$ cat src/rtl/arrayed_mem_wr_arbiter.sv
`default_nettype none
// ============================================================================
// Module      : arrayed_mem_wr_arbiter
// Description : DEPTH x WIDTH register array whose single write port is shared
//               by NUM_REQ round-robin requesters, with a sequenced clear.
// Revision    : 1.0 - initial release
// ============================================================================
module arrayed_mem_wr_arbiter #(
   parameter int NUM_REQ = 4,
   parameter int DEPTH   = 4,
   parameter int WIDTH   = 2,
   parameter int ADDR_W  = 2,
   parameter int CNT_W   = 8
) (
   input  logic                      clk,
   input  logic                      rst_n,
   input  logic [NUM_REQ-1:0]        req,
   input  logic [NUM_REQ*ADDR_W-1:0] wr_addr,
   input  logic [NUM_REQ*WIDTH-1:0]  wr_data,
   output logic [NUM_REQ-1:0]        gnt,
   input  logic                      clr_start,
   output logic                      busy,
   output logic [CNT_W-1:0]          wr_cnt,
   output logic [DEPTH*WIDTH-1:0]    out
);

   localparam int                PTR_W      = (NUM_REQ > 1) ? $clog2(NUM_REQ) : 1;
   localparam logic [ADDR_W:0]   c_DEPTH    = (ADDR_W+1)'(DEPTH);
   localparam logic [ADDR_W-1:0] c_LAST_IDX = ADDR_W'(DEPTH - 1);

   typedef enum logic [0:0] {
      ST_IDLE  = 1'b0,
      ST_CLEAR = 1'b1
   } state_t;

   state_t            r_state;
   state_t            w_state_nxt;
   logic [ADDR_W-1:0] r_clr_idx;
   logic [PTR_W-1:0]  r_rr_ptr;
   logic [PTR_W-1:0]  w_ptr_nxt;
   logic [CNT_W-1:0]  r_wr_cnt;
   logic [WIDTH-1:0]  r_mem [DEPTH];

   logic [NUM_REQ-1:0] w_gnt;
   logic               w_found;
   logic [ADDR_W-1:0]  w_win_addr;
   logic [WIDTH-1:0]   w_win_data;
   logic               w_wr_en;

   // Index of the k-th requester in search order, starting from the pointer
   function automatic logic [PTR_W-1:0] f_wrap(input logic [PTR_W-1:0] base, input int ofs);
      int sum;
      sum = int'(base) + ofs;
      if (sum >= NUM_REQ) sum = sum - NUM_REQ;
      return PTR_W'(sum);
   endfunction

   always_comb begin
      w_gnt   = '0;
      w_found = 1'b0;
      if (rst_n && (r_state == ST_IDLE) && !clr_start) begin
         for (int k = 0; k < NUM_REQ; k++) begin
            if (!w_found && req[f_wrap(r_rr_ptr, k)]) begin
               w_found                   = 1'b1;
               w_gnt[f_wrap(r_rr_ptr, k)] = 1'b1;
            end
         end
      end
   end

   always_comb begin
      w_win_addr = '0;
      w_win_data = '0;
      w_ptr_nxt  = r_rr_ptr;
      for (int i = 0; i < NUM_REQ; i++) begin
         if (w_gnt[i]) begin
            w_win_addr = wr_addr[i*ADDR_W +: ADDR_W];
            w_win_data = wr_data[i*WIDTH +: WIDTH];
            w_ptr_nxt  = (i == NUM_REQ - 1) ? '0 : PTR_W'(i + 1);
         end
      end
   end

   // A granted write to an address outside the array is dropped silently
   assign w_wr_en = w_found && ({1'b0, w_win_addr} < c_DEPTH);

   always_comb begin
      w_state_nxt = r_state;
      case (r_state)
         ST_IDLE:  if (clr_start) w_state_nxt = ST_CLEAR;
         ST_CLEAR: if (r_clr_idx == c_LAST_IDX) w_state_nxt = ST_IDLE;
         default:  w_state_nxt = ST_IDLE;
      endcase
   end

   always_ff @(posedge clk) begin
      if (!rst_n) begin
         r_state   <= ST_IDLE;
         r_clr_idx <= '0;
      end else begin
         r_state <= w_state_nxt;
         if (r_state == ST_CLEAR && r_clr_idx != c_LAST_IDX)
            r_clr_idx <= r_clr_idx + 1'b1;
         else
            r_clr_idx <= '0;
      end
   end

   always_ff @(posedge clk) begin
      if (!rst_n) begin
         r_rr_ptr <= '0;
         r_wr_cnt <= '0;
      end else begin
         if (w_found) r_rr_ptr <= w_ptr_nxt;
         if (w_wr_en && (r_wr_cnt != {CNT_W{1'b1}}))
            r_wr_cnt <= r_wr_cnt + 1'b1;
      end
   end

   always_ff @(posedge clk) begin
      for (int e = 0; e < DEPTH; e++) begin
         if (!rst_n)
            r_mem[e] <= '0;
         else if (r_state == ST_CLEAR) begin
            if (r_clr_idx == ADDR_W'(e)) r_mem[e] <= '0;
         end else if (w_wr_en && (w_win_addr == ADDR_W'(e)))
            r_mem[e] <= w_win_data;
      end
   end

   assign gnt    = w_gnt;
   assign busy   = (r_state == ST_CLEAR);
   assign wr_cnt = r_wr_cnt;

   // Entry 0 lands in the most significant slice of the flat output
   generate
      for (genvar e = 0; e < DEPTH; e++) begin : g_out
         assign out[(DEPTH-1-e)*WIDTH +: WIDTH] = r_mem[e];
      end
   endgenerate

endmodule
`default_nettype wire
$ cat config.mk
export PLATFORM = sky130hd
export DESIGN_NAME = arrayed_mem_wr_arbiter
export DESIGN_NICKNAME = d
export VERILOG_FILES = /design/src/rtl/arrayed_mem_wr_arbiter.sv
export SDC_FILE = /design/constraint.sdc
export NUM_CORES = 1
export LEC_CHECK = 0
export CAP_MARGIN = 40
export CORE_MARGIN = 3
export CORE_UTILIZATION = 60
export CTS_BUF_LIST = sky130_fd_sc_hd__clkbuf_4
export CTS_CLUSTER_DIAMETER = 80
export CTS_CLUSTER_SIZE = 40
export DETAILED_ROUTE_END_ITERATION = 12
export DONT_BUFFER_PORTS = 1
export PLACE_DENSITY_LB_ADDON = 0.15
export SKIP_LAST_GASP = 1
export SYNTH_ARGS = -nofsm -noshare
export SYNTH_HDL_FRONTEND = slang
export SYNTH_SLANG_ARGS = --single-unit
$ cat constraint.sdc
create_clock -name clk -period 5.15 [get_ports clk]
set_clock_uncertainty 0.15 [all_clocks]
set_input_delay 0.515 -clock clk [delete_from_list [all_inputs] [get_ports clk]]
set_output_delay 0.515 -clock clk [all_outputs]
set_load 0.03 [all_outputs]
==> flow_summary.json, run 1 <==
{
  "rrSetupSlack_ps": 780,
  "synth_top_family_by_area": "simple AND/OR/NAND/NOR gates",
  "grt-busiest-layer": "met2",
  "power.density_nw_per_um2": 187,
  "initialDrtViolationCount": 73,
  "switching_share_pct": 29.8,
  "async_flop_share_pct": 0,
  "diodes": 0,
  "p_seq_share_pct": 57.4,
  "place_ws_ps": 835,
  "peakVddDrop_mv": 0.240,
  "hold_ws_ps": 181,
  "globalRouteMet1Util_pct": 27.9,
  "whs_path_depth": 1,
  "cts_tree": "yes",
  "slew_violations": 0,
  "mostFrequentLayoutCell": "nand2_1",
  "finalSetupViolations": 0,
  "postCtsHoldBufs": 0,
  "portBuffers": 0,
  "met3_usage_pct": 5.74,
  "die_area_um2": 3650,
  "synth.distinct_cells": 53,
  "yosys_warnings": 0,
  "antenna_left": 0,
  "yosysTopAreaCellShare_pct": 14.6,
  "drt-total-wl_mm": 3.85,
  "htreeDepth": 1,
  "max_slew.worst_pin.slew_ps": 775,
  "syn_inst": 194,
  "antenna_found_initial": 0,
  "hold_class": "input port to register",
  "clock_path_buffers": 2,
  "reg2reg_depth": 9,
  "crit_type": "register to register",
  "use_met2_pct": 35.0,
  "final_nets": 227,
  "grt-ovfl-total": 0,
  "cts_resized": 0,
  "wl_per_cell_um": 17.3,
  "grt_usage_pct": 21.1,
  "period_share_pct": 84.8,
  "yosys.area_share.simple_pct": 25.1,
  "finalHoldViolCount": 0,
  "cap_violations": 0,
  "max_freq_mhz": 229,
  "cts_buffers": 3,
  "comb_power_share_pct": 18.3,
  "netlist_area_um2": 1780,
  "yosys.area.top_type": "dfxtp_1",
  "syn_to_final_growth_pct": 1.90,
  "finalCriticalPeriod_ps": 4370,
  "status": "finished clean",
  "cp-start-kind": "register",
  "min_to": "wr_cnt[2]",
  "crit_arrival_ps": 4210,
  "synthAdderAreaFrac_pct": 8.45,
  "avgViaCountPerCell": 6.70,
  "initial_core_util_pct": 63.9,
  "postSynthAreaPerCell_um2": 9.16,
  "synth_xor_area_share_pct": 3.45,
  "finalWorstSetupSlack_ps": 781,
  "cts.clk_slew.worst_paths_ps": 110,
  "clock_latency_ps": 300,
  "finalSetupTns_ps": 0,
  "synth-seq-area-share_pct": 28.2,
  "grt_pass1_wl_mm": 5.92,
  "timing.rr.end": "r_mem[1][1]",
  "rsz0062_at_grt": "false",
  "cp-end-kind": "register",
  "min_from": "rst_n",
  "syn-num-nets": 229,
  "synth-main-ff-cell": "dfxtp_1",
  "synth_edf_count": 8,
  "drive_gt1_share_pct": 9.42,
  "synth_compound_area_share_pct": 23.4,
  "hpwl_mm": 3.00,
  "drt_drc_violations_left": 0,
  "cp_data_required_time_ps": 4990,
  "reg2reg_from": "r_rr_ptr[0]",
  "root_buffer": "clkbuf_4",
  "slew_headroom_pct": 47.7,
  "synth_area_leaders": "dfxtp_1, edfxtp_1, ha_1, nand2_1, mux4_2",
  "netSwitchingPower_uw": 101,
  "cts.sinks": 21,
  "synthMuxAreaShare_pct": 6.69,
  "grt_pass1_vias": 1338,
  "p_int_uw": 238,
  "cp_max_fo": 19,
  "ys_ff_latch": 21,
  "row_count": 19,
  "num_vias": 1487,
  "die_w_um": 60.4,
  "leakage_uw": 0.000650,
  "coreArea_um2": 2780,
  "clkPwrFrac_pct": 24.3,
  "die_y_um": 60.4,
  "grt_max_degree": 20,
  "nFillCells": 258,
  "io_pins": 44,
  "final_cell_mix": "nand2_1, inv_1, dfxtp_1",
  "total_power_uw": 339,
  "dr.pass1.iters": 4,
  "place_congestion": 0.859,
  "cts_setup_buffers": 0
}
## worst max-delay path by stage
stage,start,end,slack [ps],cells after the start
floorplan,r_rr_ptr[1],r_mem[1][0],1410,11
global placement,r_rr_ptr[0],r_mem[1][0],1020,9
detailed placement,r_rr_ptr[0],r_mem[1][0],830,9
CTS,r_rr_ptr[0],r_mem[1][0],810,9
global route,r_rr_ptr[0],r_mem[1][0],580,9
finish,r_rr_ptr[0],r_mem[1][1],780,9
## worst max-delay path, stage by stage, from the launching register on
cell      delay [ps]
dfxtp_1          720
inv_1            270
ha_1             500
mux4_2           620
or3b_1           380
a21o_1           210
a31oi_4          390
nand3_1          200
a31o_1           330
o211ai_1         290
## cell usage after synthesis, drive strengths merged (2+ instances only)
cell and n:
and2 8, o211ai 6, nor3 11, nand3b 3
a21oi 3, nand2b 4, o32ai 2, or3 3
a2111oi 2, and3 7, or3b 3, edfxtp 8
nand2 19, o31ai 3, xnor2 5, a31o 3
nor2b 5, inv 13, mux2i 4, a21o 2
o21ai 4, buf 2, a31oi 6, nand3 3
o22ai 3, dfxtp 13, clkbuf 5, nand4 3
ha 12, nor2 7, xor2 2, nor3b 3
mux4 3
## through the flow
step / cells / instance area, µm² / util, %
after floorplan: 194 / 1780 / -
after global placement: 218 / 1780 / 64.0
after detailed placement: 218 / 1780 / 64.0
after CTS: 222 / 1810 / 65.1
after global routing: 222 / 1810 / 65.1
final: 222 / 1810 / 65.1
## routing by layer
metal / part of all wire [%] / vias up
met5: 0 / -
met4: 0.47 / 0
met3: 9.4 / 2
met2: 48 / 74
met1: 42 / 687
li1: - / 724
## final cells by class
class | instances | area, µm² | share of cell area [%]
Clock buffer | 4 | 30.0 | 1.66
Multi-Input combinational cell | 153 | 1190 | 65.9
Sequential cell | 21 | 500 | 27.6
Tap cell | 31 | 38.8 | 2.14
Inverter | 13 | 48.8 | 2.70
## flip-flops by register name, indices dropped and copies added, names as in the netlist
register and cells:
busy 1, r_clr_idx 2, r_rr_ptr 2, wr_cnt 8
r_mem 8
## power groups by stage
stage	clock network (µW)	registers (µW)	logic, µW
after floorplan	0	196	53.8
after global placement	0	198	58.9
after detailed placement	0	199	60.9
after CTS	84.2	195	61.3
after global routing	89.7	196	67.3
final	82.6	195	61.9
## kinds of logic after synthesis
family,after synthesis
buf+inv,20
flops,21
compound gates,45
xor+xnor,7
fa+ha+maj,12
simple gates,81
mux,8
Power figures use the tool's default switching activity.
==> run 2, diff against run 1 <==
Clock period 5.15 ns to 3.9 ns, I/O delays scaled along.
==> flow_summary.json, run 2 (synthesis gave the netlist of run 1 again) <==
{
  "status": "finished clean",
  "portBuffers": 0,
  "grt-ovfl-total": 0,
  "antenna_found_initial": 0,
  "drive_gt1_share_pct": 12.2,
  "max_freq_mhz": 278,
  "avgViaCountPerCell": 6.50,
  "period_share_pct": 92.3,
  "coreArea_um2": 2780,
  "syn_to_final_growth_pct": 4.44,
  "finalSetupTns_ps": 0,
  "peakVddDrop_mv": 0.288,
  "htreeDepth": 1,
  "place_congestion": 0.887,
  "cp_max_fo": 7,
  "die_y_um": 60.4,
  "cap_violations": 0,
  "cts.sinks": 21,
  "mostFrequentLayoutCell": "nand2_1",
  "row_count": 19,
  "leakage_uw": 0.000682,
  "final_cell_mix": "nand2_1, inv_1, dfxtp_1",
  "hold_class": "input port to register",
  "antenna_left": 0,
  "nFillCells": 235,
  "clock_latency_ps": 300,
  "cts_setup_buffers": 0,
  "postCtsHoldBufs": 0,
  "initialDrtViolationCount": 93,
  "cts_tree": "yes",
  "finalSetupViolations": 0,
  "power.density_nw_per_um2": 244,
  "cts_buffers": 3,
  "cp_slowest_stage_delay_ps": 610,
  "rsz0062_at_grt": "false",
  "crit_buf_inv": 1,
  "slew_headroom_pct": 39.8,
  "cp-end-kind": "register",
  "cp-start-kind": "register",
  "ff_latch_area_um2": 500,
  "crit_arrival_ps": 3450,
  "hpwl_mm": 3.23,
  "finalHoldViolCount": 0,
  "root_buffer": "clkbuf_4",
  "dpl-instance-area_um2": 1830,
  "drt-total-wl_mm": 4.04,
  "design_area_um2": 1860,
  "drt_drc_violations_left": 0,
  "critPathSlowestCell": "mux4_2",
  "cp_data_required_time_ps": 3750,
  "crit_type": "register to register",
  "multi_input_area_um2": 1190,
  "crit_path_cell_trace": "inv_1 > ha_1 > mux4_2 > nor2b_1 > a2111oi_2 > o32a_1 > or3_1 > a31o_1 > o211ai_1",
  "grt_usage_pct": 23.3,
  "dr.pass1.iters": 4,
  "io_pins": 44,
  "wl_per_cell_um": 17.7,
  "slew_violations": 0,
  "die_w_um": 60.4,
  "die_area_um2": 3650,
  "grt_max_degree": 19,
  "diodes": 0,
  "initial_core_util_pct": 63.9,
  "num_vias": 1483,
  "cts.clk_slew.worst_paths_ps": 110,
  "cp_top_family": "compound AO/OA/AOI/OAI gates",
  "cts_resized": 0,
  "max_slew.worst_pin.slew_ps": 891,
  "grt_pass1_wl_mm": 6.57,
  "clock_path_buffers": 2,
  "finalCriticalPeriod_ps": 3600,
  "final_nets": 233,
  "grt_pass1_vias": 1413
}
## run 2: layout make-up
cell class | count | area share (%)
Multi-Input combinational cell | 153 | 64.3
Clock buffer | 4 | 1.62
Inverter | 13 | 2.63
Timing Repair Buffer | 6 | 2.43
Tap cell | 31 | 2.09
Sequential cell | 21 | 27.0
## run 2: where the power goes
part / total, µW / switching (µW) / internal [µW]
logic: 85.7 / 51.6 / 34.1
registers: 256 / 19.9 / 236
clock network: 110 / 63.4 / 46.8
total: 452 / 135 / 317
## run 2: path summary, 6_finish.rpt
path | slack, ps | cells after the start | endpoint | from
setup / recovery | 300 | 9 | r_mem[1][0] | r_rr_ptr[0]
hold reg to reg | 350 | 1 | r_clr_idx[0] | r_clr_idx[0]
setup reg to reg | 300 | 9 | r_mem[1][0] | r_rr_ptr[0]
hold / removal | 50 | 1 | wr_cnt[3] | rst_n
## run 2: worst reg2reg max path, cell delays in order (launching register included)
cell and delay (ps):
dfxtp_1 350, inv_1 120, ha_1 460, mux4_2 620
nor2b_1 170, a2111oi_2 90, o32a_1 400, or3_1 410
a31o_1 260, o211ai_1 280
## run 2: per-stage QoR
| stage | instances | util (%) | setup slack [ps] | hold slack, ps | power (µW) |
|---|---|---|---|---|---|
| floorplan | 194 | - | 164 | 301 | 330 |
| global route | 228 | 66.7 | 125 | 42.0 | 470 |
| finish | 228 | 66.7 | 299 | 54.6 | 452 |
| global placement | 224 | 65.6 | 441 | 313 | 343 |
| CTS | 228 | 66.7 | 280 | 45.9 | 452 |
| detailed placement | 224 | 65.6 | 298 | 333 | 346 |
## run 2: layer usage
layer  up-vias  GRT usage [%]  share of wire (%)
li1        730              -                  -
met1       697           31.1                 45
met2        54           39.7                 47
met3         2           5.96                6.8
met4         0           2.48               0.35
met5         -              0                  0
==> run 3, diff against run 2 <==
Settings changed: CTS_BUF_LIST sky130_fd_sc_hd__clkbuf_4 to sky130_fd_sc_hd__clkbuf_2.
Clock period 3.9 ns to 3.4 ns, I/O delays scaled along.
==> flow_summary.json, run 3 (synthesis gave the netlist of run 1 again) <==
{
  "crit_arrival_ps": 3170,
  "crit_type": "register to register",
  "peakVddDrop_mv": 0.367,
  "drive_gt1_share_pct": 18.3,
  "finalCriticalPeriod_ps": 3310,
  "hold_ws_ps": 42.6,
  "antenna_left": 0,
  "whs_path_depth": 2,
  "wl_per_cell_um": 17.2,
  "die_w_um": 60.4,
  "power.density_nw_per_um2": 260,
  "cp_data_required_time_ps": 3260,
  "htreeDepth": 1,
  "reg2reg_depth": 10,
  "finalSetupViolations": 0,
  "drt-total-wl_mm": 4.01,
  "period_share_pct": 97.5,
  "initialDrtViolationCount": 89,
  "grt_usage_pct": 22.2,
  "rrSetupSlack_ps": 90,
  "cts_buffers": 3,
  "syn_to_final_growth_pct": 8.80,
  "cap_violations": 0,
  "final_cell_mix": "nand2_1, inv_1, nor3_1, ha_1, dfxtp_1",
  "crit_path_start": "r_rr_ptr[0]",
  "max_slew.worst_pin.slew_ps": 726,
  "avgViaCountPerCell": 6.67,
  "grt-ovfl-total": 0,
  "hpwl_mm": 3.10,
  "cp-end-kind": "register",
  "status": "finished clean",
  "drt_drc_violations_left": 0,
  "dr.pass1.iters": 4,
  "grt_pass1_wl_mm": 6.29,
  "grt_max_degree": 19,
  "root_buffer": "clkbuf_2",
  "cp_max_fo": 7,
  "slew_headroom_pct": 51.0,
  "place_congestion": 0.923,
  "die_area_um2": 3650,
  "max_freq_mhz": 302,
  "rsz0062_at_grt": "true",
  "cts.clk_slew.worst_paths_ps": 170,
  "leakage_uw": 0.000716,
  "final_nets": 238,
  "io_pins": 44,
  "mostFrequentLayoutCell": "nand2_1",
  "diodes": 0,
  "hold_class": "input port to register",
  "portBuffers": 0,
  "cts.sinks": 21,
  "finalHoldViolCount": 0,
  "antenna_found_initial": 0,
  "slew_violations": 0,
  "grt_pass1_vias": 1399,
  "cp-endpoint": "r_mem[1][0]",
  "reg2reg_from": "r_rr_ptr[0]",
  "num_vias": 1555,
  "row_count": 19,
  "clock_path_buffers": 2,
  "timing.rr.end": "r_mem[1][0]",
  "initial_core_util_pct": 63.9,
  "clock_latency_ps": 300,
  "coreArea_um2": 2780,
  "die_y_um": 60.4,
  "finalSetupTns_ps": 0,
  "cp-start-kind": "register",
  "cts_tree": "yes"
}
## run 3: changes by cell type in the layout (fill, tap and decap cells not counted), moves of 2 or more
| cell | change |
|---|---|
| inv_4 | +2 |
| dlygate4sd3_1 | +2 |
| inv_1 | -2 |
| clkbuf_2 | +4 |
| dfxtp_2 | +2 |
| clkbuf_4 | -4 |
| dfxtp_1 | -2 |
| buf_4 | +3 |
## run 3: through the flow
stage	area (µm²)	instances	util [%]	power [µW]	worst slack [ps]
2_1_floorplan	1820	194	-	380	-55.3
3_3_place_gp	1870	226	67.1	397	150
3_5_place_dp	1870	226	67.1	399	84.0
4_1_cts	1900	231	68.2	498	66.9
5_1_grt	1930	233	69.5	530	-25.2
6_report	1930	233	69.5	502	85.6
## run 3: area by class of cell
cell class / instances / area, µm²
clock buffer: 4 / 20.0
timing repair buffer: 11 / 87.6
inverter: 13 / 53.8
sequential: 21 / 503
multi-input combinational: 153 / 1230
tap: 31 / 38.8
fill: 226 / 848
## run 3: what timing repair did
action / in CTS / in global routing
hold buffers: 1 / 1
setup buffers: 0 / 1
endpoints found under the hold margin: 7 / 5
resized for setup: 0 / 4
endpoints found under the setup margin: 0 / 8
## run 3: metal layers
layer / routed length (µm) / global-route usage, %
met5: 0 / 0
met4: 27 / 3.72
met3: 315 / 6.17
met2: 1930 / 37.3
met1: 1740 / 29.2
## run 3: worst min-delay path by stage
stage	startpoint	endpoint	slack (ps)
floorplan	r_clr_idx[0]	r_clr_idx[0]	300
global placement	rst_n	wr_cnt[2]	310
detailed placement	rst_n	wr_cnt[7]	320
CTS	rst_n	r_rr_ptr[1]	4
global route	clr_start	busy	2
finish	clr_start	busy	40
## run 3: critical path, stage by stage (launching register included)
cell,delay (ps)
dfxtp_2,400
inv_4,60
ha_4,310
mux4_2,570
buf_4,170
a21oi_1,110
o31a_1,180
nand4_1,170
or3_4,400
a31o_4,250
o211ai_1,260
## run 3: power breakdown
group          internal, µW  switching [µW]
logic                  45.4            63.1
clock network          31.2            68.2
registers               271            23.0
